File: config.mk
export PLATFORM = sky130hd
export DESIGN_NAME = alu_cmd_issuer
export DESIGN_NICKNAME = d
export VERILOG_FILES = /design/src/rtl/alu_pkg.sv /design/src/rtl/alu_regfile.sv /design/src/rtl/alu_cmd_issuer.sv
export SDC_FILE = /design/constraint.sdc
export NUM_CORES = 1
export LEC_CHECK = 0
export CAP_MARGIN = 40
export CORE_MARGIN = 3
export CORE_UTILIZATION = 51
export CTS_CLUSTER_DIAMETER = 40
export DETAILED_ROUTE_END_ITERATION = 8
export PLACE_DENSITY = 0.83
export SETUP_SLACK_MARGIN = 0.02
export SYNTH_ARGS = -nofsm -noshare
export SYNTH_HDL_FRONTEND = slang
export SYNTH_SLANG_ARGS = --single-unit
export TNS_END_PERCENT = 5
File: constraint.sdc
create_clock -name clk_i -period 2.3 [get_ports clk_i]
set_input_delay 0.345 -clock clk_i [delete_from_list [all_inputs] [get_ports clk_i]]
set_output_delay 0.345 -clock clk_i [all_outputs]
set_load 0.02 [all_outputs]
File: src/rtl/alu_pkg.sv
// Shared ALU definitions: opcode constants, default datapath width and issuer FSM states.
package alu_pkg;

    localparam int unsigned DW = 32;

    localparam logic [4:0] A_NOP = 5'h00;
    localparam logic [4:0] A_ADD = 5'h01;
    localparam logic [4:0] A_SUB = 5'h02;
    localparam logic [4:0] A_AND = 5'h03;
    localparam logic [4:0] A_OR  = 5'h04;
    localparam logic [4:0] A_XOR = 5'h05;
    localparam logic [4:0] A_NOR = 5'h06;
    localparam logic [4:0] A_LDI = 5'h1F;

    typedef enum logic [1:0] {
        StIdle,
        StIssue,
        StCapture,
        StResp
    } issuer_state_e;

    // True for opcodes the ALU itself executes (NOP..NOR).
    function automatic logic is_alu_op(input logic [4:0] op);
        return op <= A_NOR;
    endfunction

    // Neither an ALU opcode nor LDI.
    function automatic logic is_illegal_op(input logic [4:0] op);
        return !is_alu_op(op) && (op != A_LDI);
    endfunction

endpackage

File: src/rtl/alu_regfile.sv
// Register file: 2**AW x DW, two async read ports, one sync write port, r0 reads as zero.
module alu_regfile #(
    parameter int unsigned DW = 32,
    parameter int unsigned AW = 3
) (
    input  logic          clk_i,
    input  logic          rst_ni,
    input  logic [AW-1:0] raddr_a_i,
    output logic [DW-1:0] rdata_a_o,
    input  logic [AW-1:0] raddr_b_i,
    output logic [DW-1:0] rdata_b_o,
    input  logic          we_i,
    input  logic [AW-1:0] waddr_i,
    input  logic [DW-1:0] wdata_i
);

    localparam int unsigned NumRegs = 2 ** AW;

    logic [DW-1:0] mem_q [NumRegs];

    // Storage with asynchronous clear; writes to r0 are dropped.
    always_ff @(posedge clk_i or negedge rst_ni) begin
        if (!rst_ni) begin
            for (int i = 0; i < int'(NumRegs); i++) begin
                mem_q[i] <= '0;
            end
        end else if (we_i && (waddr_i != '0)) begin
            mem_q[waddr_i] <= wdata_i;
        end
    end

    // Combinational reads with r0 forced to zero.
    always_comb begin
        rdata_a_o = (raddr_a_i == '0) ? '0 : mem_q[raddr_a_i];
        rdata_b_o = (raddr_b_i == '0) ? '0 : mem_q[raddr_b_i];
    end

endmodule

File: src/rtl/alu_cmd_issuer.sv
// Command issuer: accepts register-level commands, drives the combinational ALU, writes the
// result back to the register file and returns it over a result handshake.
module alu_cmd_issuer
    import alu_pkg::*;
#(
    parameter int unsigned DW = alu_pkg::DW,
    parameter int unsigned AW = 3
) (
    input  logic          clk_i,
    input  logic          rst_ni,
    input  logic          cmd_valid_i,
    output logic          cmd_ready_o,
    input  logic [4:0]    cmd_op_i,
    input  logic [AW-1:0] cmd_rd_i,
    input  logic [AW-1:0] cmd_rs_i,
    input  logic [AW-1:0] cmd_rt_i,
    input  logic [DW-1:0] cmd_imm_i,
    output logic [DW-1:0] alu_a_o,
    output logic [DW-1:0] alu_b_o,
    output logic [4:0]    alu_op_o,
    input  logic [DW-1:0] alu_out_i,
    output logic          res_valid_o,
    input  logic          res_ready_i,
    output logic [DW-1:0] res_data_o,
    output logic [AW-1:0] res_rd_o,
    output logic          res_err_o
);

    issuer_state_e state_q, state_d;

    logic [4:0]    op_q;
    logic [AW-1:0] rd_q;
    logic [DW-1:0] imm_q;
    logic [DW-1:0] alu_a_q, alu_b_q;
    logic [4:0]    alu_op_q;
    logic [DW-1:0] res_data_q;
    logic [AW-1:0] res_rd_q;
    logic          res_valid_q;
    logic          res_err_q;

    logic [DW-1:0] rdata_a, rdata_b;
    logic [DW-1:0] result;
    logic          cmd_fire;
    logic          wb_en;

    assign cmd_fire = cmd_valid_i && cmd_ready_o;
    assign wb_en    = (state_q == StCapture) && !is_illegal_op(op_q);

    // Operands are read at acceptance; any earlier write-back has already landed.
    alu_regfile #(
        .DW (DW),
        .AW (AW)
    ) u_regfile (
        .clk_i     (clk_i),
        .rst_ni    (rst_ni),
        .raddr_a_i (cmd_rs_i),
        .rdata_a_o (rdata_a),
        .raddr_b_i (cmd_rt_i),
        .rdata_b_o (rdata_b),
        .we_i      (wb_en),
        .waddr_i   (rd_q),
        .wdata_i   (result)
    );

    // Result selection: LDI bypasses the ALU, illegal opcodes yield zero.
    always_comb begin
        result = alu_out_i;
        if (op_q == A_LDI) begin
            result = imm_q;
        end else if (is_illegal_op(op_q)) begin
            result = '0;
        end
    end

    // FSM state register.
    always_ff @(posedge clk_i or negedge rst_ni) begin
        if (!rst_ni) begin
            state_q <= StIdle;
        end else begin
            state_q <= state_d;
        end
    end

    // FSM next-state logic.
    always_comb begin
        state_d = state_q;
        unique case (state_q)
            StIdle:    if (cmd_fire) state_d = StIssue;
            StIssue:   state_d = StCapture;
            StCapture: state_d = StResp;
            StResp:    if (res_ready_i) state_d = StIdle;
            default:   state_d = StIdle;
        endcase
    end

    // FSM outputs.
    always_comb begin
        cmd_ready_o = (state_q == StIdle);
    end

    // Command latch, ALU-facing registers and result registers.
    always_ff @(posedge clk_i or negedge rst_ni) begin
        if (!rst_ni) begin
            op_q        <= A_NOP;
            rd_q        <= '0;
            imm_q       <= '0;
            alu_a_q     <= '0;
            alu_b_q     <= '0;
            alu_op_q    <= A_NOP;
            res_data_q  <= '0;
            res_rd_q    <= '0;
            res_valid_q <= 1'b0;
            res_err_q   <= 1'b0;
        end else begin
            if (cmd_fire) begin
                op_q     <= cmd_op_i;
                rd_q     <= cmd_rd_i;
                imm_q    <= cmd_imm_i;
                alu_a_q  <= rdata_a;
                alu_b_q  <= rdata_b;
                alu_op_q <= is_alu_op(cmd_op_i) ? cmd_op_i : A_NOP;
            end
            if (state_q == StCapture) begin
                res_data_q  <= result;
                res_rd_q    <= rd_q;
                res_valid_q <= 1'b1;
                res_err_q   <= is_illegal_op(op_q);
            end
            if ((state_q == StResp) && res_ready_i) begin
                res_valid_q <= 1'b0;
                res_err_q   <= 1'b0;
            end
        end
    end

    assign alu_a_o     = alu_a_q;
    assign alu_b_o     = alu_b_q;
    assign alu_op_o    = alu_op_q;
    assign res_valid_o = res_valid_q;
    assign res_data_o  = res_data_q;
    assign res_rd_o    = res_rd_q;
    assign res_err_o   = res_err_q;

endmodule

### After elaboration in Yosys (flattened, before gate mapping)

Cells that the tools add are included.
W data, S select, Z words.

| operators by class | value |
|---|---|
| bitwise gates (word level) | 3 |
| multiplexer cells | 21 |
| multipliers | 0 |
| $lt $le $gt $ge | 6 |
| add/sub/neg operators | 0 |
| reduce and logical (&&, ||, !) cells | 14 |
| shift-type cells | 0 |
| equal/unequal tests | 7 |
| div/mod/pow operators | 0 |

Operators by type and width:

| cell | number |
|---|---|
| $mux W32 | 9 |
| $bwmux W256 | 1 |
| $bmux W32 S3 | 2 |
| $demux W32 S3 | 1 |
| $ge A4 B4 Y1 const B | 3 |
| $not A3 Y4 | 3 |
| $le A5 B3 Y1 const B | 2 |
| $pmux W2 S4 | 1 |
| $logic_and A1 B1 Y1 | 6 |
| $logic_not A3 Y1 | 2 |
| $eq A5 B5 Y1 const B | 1 |
| $mux W5 | 1 |
| $ne A5 B5 Y1 const B | 1 |
| $eq A2 B2 Y1 const B | 2 |
| $lt A4 B1 Y1 const B | 1 |
| $mux W1 | 4 |
| $mux W2 | 2 |
| $reduce_bool A3 Y1 | 1 |
| $eq A2 B1 Y1 const B | 1 |
| $logic_not A1 Y1 | 2 |
| $logic_not A2 Y1 | 1 |
| $ne A2 B1 Y1 const B | 1 |
| $ne A2 B2 Y1 const B | 1 |
| $reduce_and A2 Y1 | 1 |
| $reduce_bool A2 Y1 | 1 |

| storage, ports and cells | value |
|---|---|
| memory bits (writable) | 0 |
| word-level logic and storage cells | 70 |
| bits in latches | 0 |
| ROM bits | 0 |
| bits of input ports | 82 |
| memories | 0 |
| register bits after elaboration | 404 |

### Longest topological paths before layout

| depth | value |
|---|---|
| depth after elaboration | 6 |
| gate-level depth with buffers | 7 |
| depth with buffers taken out | 6 |

### Hierarchy

From an unflattened synthesis, not the netlist that was laid out.

| unflattened totals | value |
|---|---|
| cells, all modules | 1328 |
| area total of the unflattened synthesis | 18495.2 um2 |

By module, submodules not included:

| module | times used | area an instance (um2) | seq. area each (um2) | cells an instance |
|---|---|---|---|---|
| alu_regfile | 1 | 12324.3 | 5605.4 | 876 |
| alu_cmd_issuer | 1 | 6170.9 | 3703.6 | 452 |

### Least setup slack after synthesis

OpenSTA, ideal clock, no wires.

| timing path | value |
|---|---|
| path type | reg-to-reg |
| start | register op_q[0] |
| end | register u_regfile.mem_q[149] (netlist bit) |
| cell stages (with the launch flop) | 7 |
| data arrival time | 2.013 ns |
| period minus slack after synthesis | 2.138 ns |
| data required time | 2.175 ns |
| setup slack | 0.162 ns |
| path buffers | 2 |
| cell sequence | dfrtp_1 -> a311oi_2 -> o21ba_1 -> buf_4 -> nor4b_4 -> buf_4 -> mux2_2 |

| between the ends | value |
|---|---|
| cells in the longest elaborated chain, start to end | 6 |
| elaborated cells between the ends (all ways) | 11 |
| those cells by class | order compare: 1; eq/ne: 2; mux: 3; reduce/logical: 5 |

RTL lines:

| element | RTL line | source |
|---|---|---|
| start, declared | alu_cmd_issuer.sv:31 | `logic [4:0] op_q;` |
| start signal, assigned | alu_cmd_issuer.sv:116 | `op_q <= cmd_op_i;` |
| $le A5 B3 Y1 | alu_pkg.sv:24 | `return op <= A_NOR;` |
| $logic_not A1 Y1 | alu_pkg.sv:29 | `return !is_alu_op(op) && (op != A_LDI);` |
| $logic_and A1 B1 Y1 | alu_pkg.sv:29 |  |
| $mux W32 or $logic_not A1 Y1 (tied branches) | alu_cmd_issuer.sv:70, alu_cmd_issuer.sv:47 |  |
| $mux W32 or $logic_and A1 B1 Y1 (tied branches) | alu_cmd_issuer.sv:68, alu_cmd_issuer.sv:47 |  |
| $bwmux W256 or $logic_and A1 B1 Y1 (tied branches) | alu_regfile.sv:28, alu_regfile.sv:27 |  |
| end signal, assigned by index | alu_regfile.sv:28 | `mem_q[waddr_i] <= wdata_i;` |
| end, declared | alu_regfile.sv:19 | `logic [DW-1:0] mem_q [NumRegs];` |

Parallel ways exist; a longest one is shown, timed or not.
A chain may end at the register's enable or synchronous reset.

### Worst setup path after layout

| timing path | value |
|---|---|
| start | register op_q[0] |
| end | register u_regfile.mem_q[56] (netlist bit) |

Same word-level chain as after synthesis.

==> metrics <==
Die H 192.3 um; fmax 455.9 MHz; Setup crit start kind flip-flop; Antenna diodes 0; Worst Reg-to-Reg Cells 7; Post-DP HPWL 31,040 um; Syn. warnings 0; Core ar. 33,870 um^2; crit end category flip-flop; FF-to-FF Start op_q[0]; CTS Buf Count 51; CP Max Fanout 16; vias post-DR 13,030; PD cells 1276 nW/um^2; Die ar. 36,980 um^2; initial antenna violation count 1; Setup TNS 0 ns; gr ovfl total 0; Final nets 1,673; Syn Inst Count 1,397; Seq cells post-synth 372; met3 Use GR 4.850%; period utilisation layout 95.37%; Pleak 10.29 nW; # setup viols final 0; run status finished clean; clk_lat worst skew 0.56 ns; DRT Wirelength 49,780 um; synthesized cell area 17,700 um^2; initial core utilization 52.27%; Max IR drop VDD 0.0009504 V; max-slew violations 0; Root Driver clkbuf_16; Avg Vias per Cell 6.269; register area share after synthesis 52.59%; distinct cell type count after synthesis 38; Residual DRC 0; Layout area overhead 25.69%; Max-cap violations 0; RSZ-0062 raised after global routing false; timing endpoint of the critical path u_regfile.mem_q[56]; synthesized area per cell 12.67 um^2; grt met1 use 36.37%; WP data required 2.71 ns; width of the die 192.3 um; Rel. slew slack 39.39%; gpl congestion 0.8106; CP startpoint op_q[0]; CTS Buffer Depth 3; DRT antenna net count 0; I/O pins 189; port bufs 188; # fillers 2,405; drt wl/cell 23.95 um; DR iter-0 viols 1,073; first-pass GRT wire length 77,770 um; Final Skew 0.02269 ns; DRT Pass-1 Iters 5; worst hold slack 0.3209 ns; Reg-to-Reg End u_regfile.mem_q[56]; clock slew seen by the registers of the worst setup and hold paths 0.05 ns; syn_nets 1,482; CTS H-tree lvls 2; GRT Total Usage 26.81%; WS Path Type flip-flop to flip-flop; met2 Use GR 43.60%; vias in the first global route 13,730; maximum number of pins on one net before global-route repair 72; CP Data Arrival Time 2.61 ns; CTS tree built; Worst R2R Setup Slack 0.11 ns; Final Hold Viols 0; Sink Count 372; Site Rows 67; worst hold path type input pin to flip-flop; share of cells above drive strength 1 30.18%; min cycle time layout 2.193 ns; Worst-Margin Slew 0.9072 ns; Most Crowded Layer GR met2
==> cells in the mapped netlist, drive strengths merged <==
cell / count / area share [%]
a2111oi: 1 / 0.049
a21o: 1 / 0.042
a21oi: 6 / 0.17
a221oi: 1 / 0.049
a22o: 32 / 1.6
a22oi: 59 / 2.5
a311oi: 1 / 0.085
a32o: 3 / 0.17
and2: 3 / 0.11
and3: 1 / 0.035
buf: 43 / 1.3
clkbuf: 69 / 1.5
dfrtp: 372 / 53
ha: 3 / 0.21
inv: 4 / 0.085
mux2: 319 / 20
mux2i: 132 / 7.5
mux4: 3 / 0.38
nand2: 135 / 2.9
nand2b: 4 / 0.14
nand3: 2 / 0.057
nand3b: 1 / 0.042
nand4bb: 1 / 0.064
nor2: 63 / 1.3
nor2b: 6 / 0.21
nor3: 3 / 0.14
nor3b: 2 / 0.14
nor4: 1 / 0.12
nor4b: 1 / 0.13
o21ai: 3 / 0.085
o21ba: 1 / 0.057
o221ai: 60 / 3.0
o22a: 60 / 3.0
o32a: 1 / 0.057
==> worst min-delay path by stage <==
stage | start | end | slack [ns] | depth (start not counted)
after global placement | rst_ni | imm_q[2] | 0.36 | 1
after detailed placement | rst_ni | imm_q[2] | 0.37 | 1
after CTS | cmd_imm_i[8] | imm_q[8] | 0.31 | 3
after floorplan | rst_ni | alu_a_o[0] | 0.05 | 0
final | cmd_imm_i[8] | imm_q[8] | 0.32 | 3
after global routing | cmd_imm_i[23] | imm_q[23] | 0.32 | 3
==> sequential cells by signal (all words and copies together), names as in the netlist <==
register,flops
alu_op_o,5
alu_b_o,32
state_q,2
op_q,5
res_rd_o,3
res_valid_o,1
res_data_o,32
rd_q,3
alu_a_o,32
u_regfile.mem_q,224
res_err_o,1
imm_q,32
==> metal layers <==
layer | up-vias | share of wire (%) | wire, um
li1 | 5592 | - | -
met1 | 6698 | 41 | 20470
met2 | 607 | 48 | 23850
met3 | 128 | 7.8 | 3907
met4 | 2 | 3.1 | 1539
met5 | - | 0.016 | 8
==> cell type report <==
cell class / count / area [um^2] / area share (%)
timing repair buffer: 250 / 2624 / 11.79
sequential: 372 / 9309 / 41.84
multi-input combinational: 909 / 7956 / 35.76
clock inverter: 31 / 337.8 / 1.518
inverter: 4 / 15.01 / 0.06748
tap: 448 / 560.5 / 2.519
clock buffer: 64 / 1448 / 6.506
==> worst max-delay path, cell delays in order, from the launching register on <==
cell and delay [ns]:
dfrtp_1 0.42, a311oi_4 0.30, o21ba_2 0.24, buf_4 0.19
nor3b_4 0.21, buf_12 0.15, buf_12 0.18, mux2_2 0.35
==> what timing repair did <==
item / CTS / global route
pin swaps: 0 / 1
cloned: 0 / 1
hold buffers: 1 / 0
setup endpoints to repair: 1 / 68
hold endpoints to repair: 58 / 0
buffers inserted: 0 / 1
resized for setup: 1 / 2
==> where the power goes <==
part | switching (W) | leakage (nW) | internal, W | total (W)
sequential | 0.00180 | 4.89 | 0.00891 | 0.0107
combinational | 0.00481 | 4.51 | 0.00481 | 0.00961
clock | 0.00301 | 0.889 | 0.00506 | 0.00807
total | 0.00961 | 10.3 | 0.0188 | 0.0284
==> cell families (layout without fill, tap and decap cells) <==
family / after synthesis / count (layout) / synth area share, %
compound gates: 229 / 229 / 10.79
fa+ha+maj: 3 / 3 / 0.2121
buf+inv: 116 / 349 / 2.884
flops: 372 / 372 / 52.59
mux: 454 / 454 / 28.14
simple gates: 223 / 223 / 5.393
==> metrics by stage <==
stage	total power (W)	setup slack [ns]	utilization, %	instance area, um^2	cells
2_1_floorplan	0.01613	0.1619	-	17700	1397
3_3_place_gp	0.01981	0.1200	60.13	20370	1978
3_5_place_dp	0.02025	0.06832	60.26	20410	1980
4_1_cts	0.02845	0.05782	65.56	22200	2076
5_1_grt	0.02976	0.04349	65.70	22250	2078
6_report	0.02839	0.1066	65.70	22250	2078
==> cells in the final DEF (no fill, tap or decap), types with 2 or more instances in the layout <==
master	count
o221ai_1	60
mux2i_1	132
nor3_4	2
mux2_2	311
clkinv_4	9
clkdlybuf4s50_1	180
nand3_1	2
nand2b_1	3
a22o_1	32
a21oi_1	6
nor2b_1	3
nor2_1	62
a32o_1	3
a22oi_1	59
and2_1	2
nand2_2	2
o21ai_0	3
buf_2	4
inv_1	4
ha_1	2
clkbuf_8	8
clkbuf_1	3
bufinv_16	5
mux4_2	3
mux2_1	8
o22a_1	60
nor2b_2	2
clkinv_2	11
nand2_1	133
buf_8	2
inv_6	4
clkbuf_16	54
buf_12	20
buf_4	40
dfrtp_1	372
nor3b_4	2
Power figures use the tool's default switching activity.
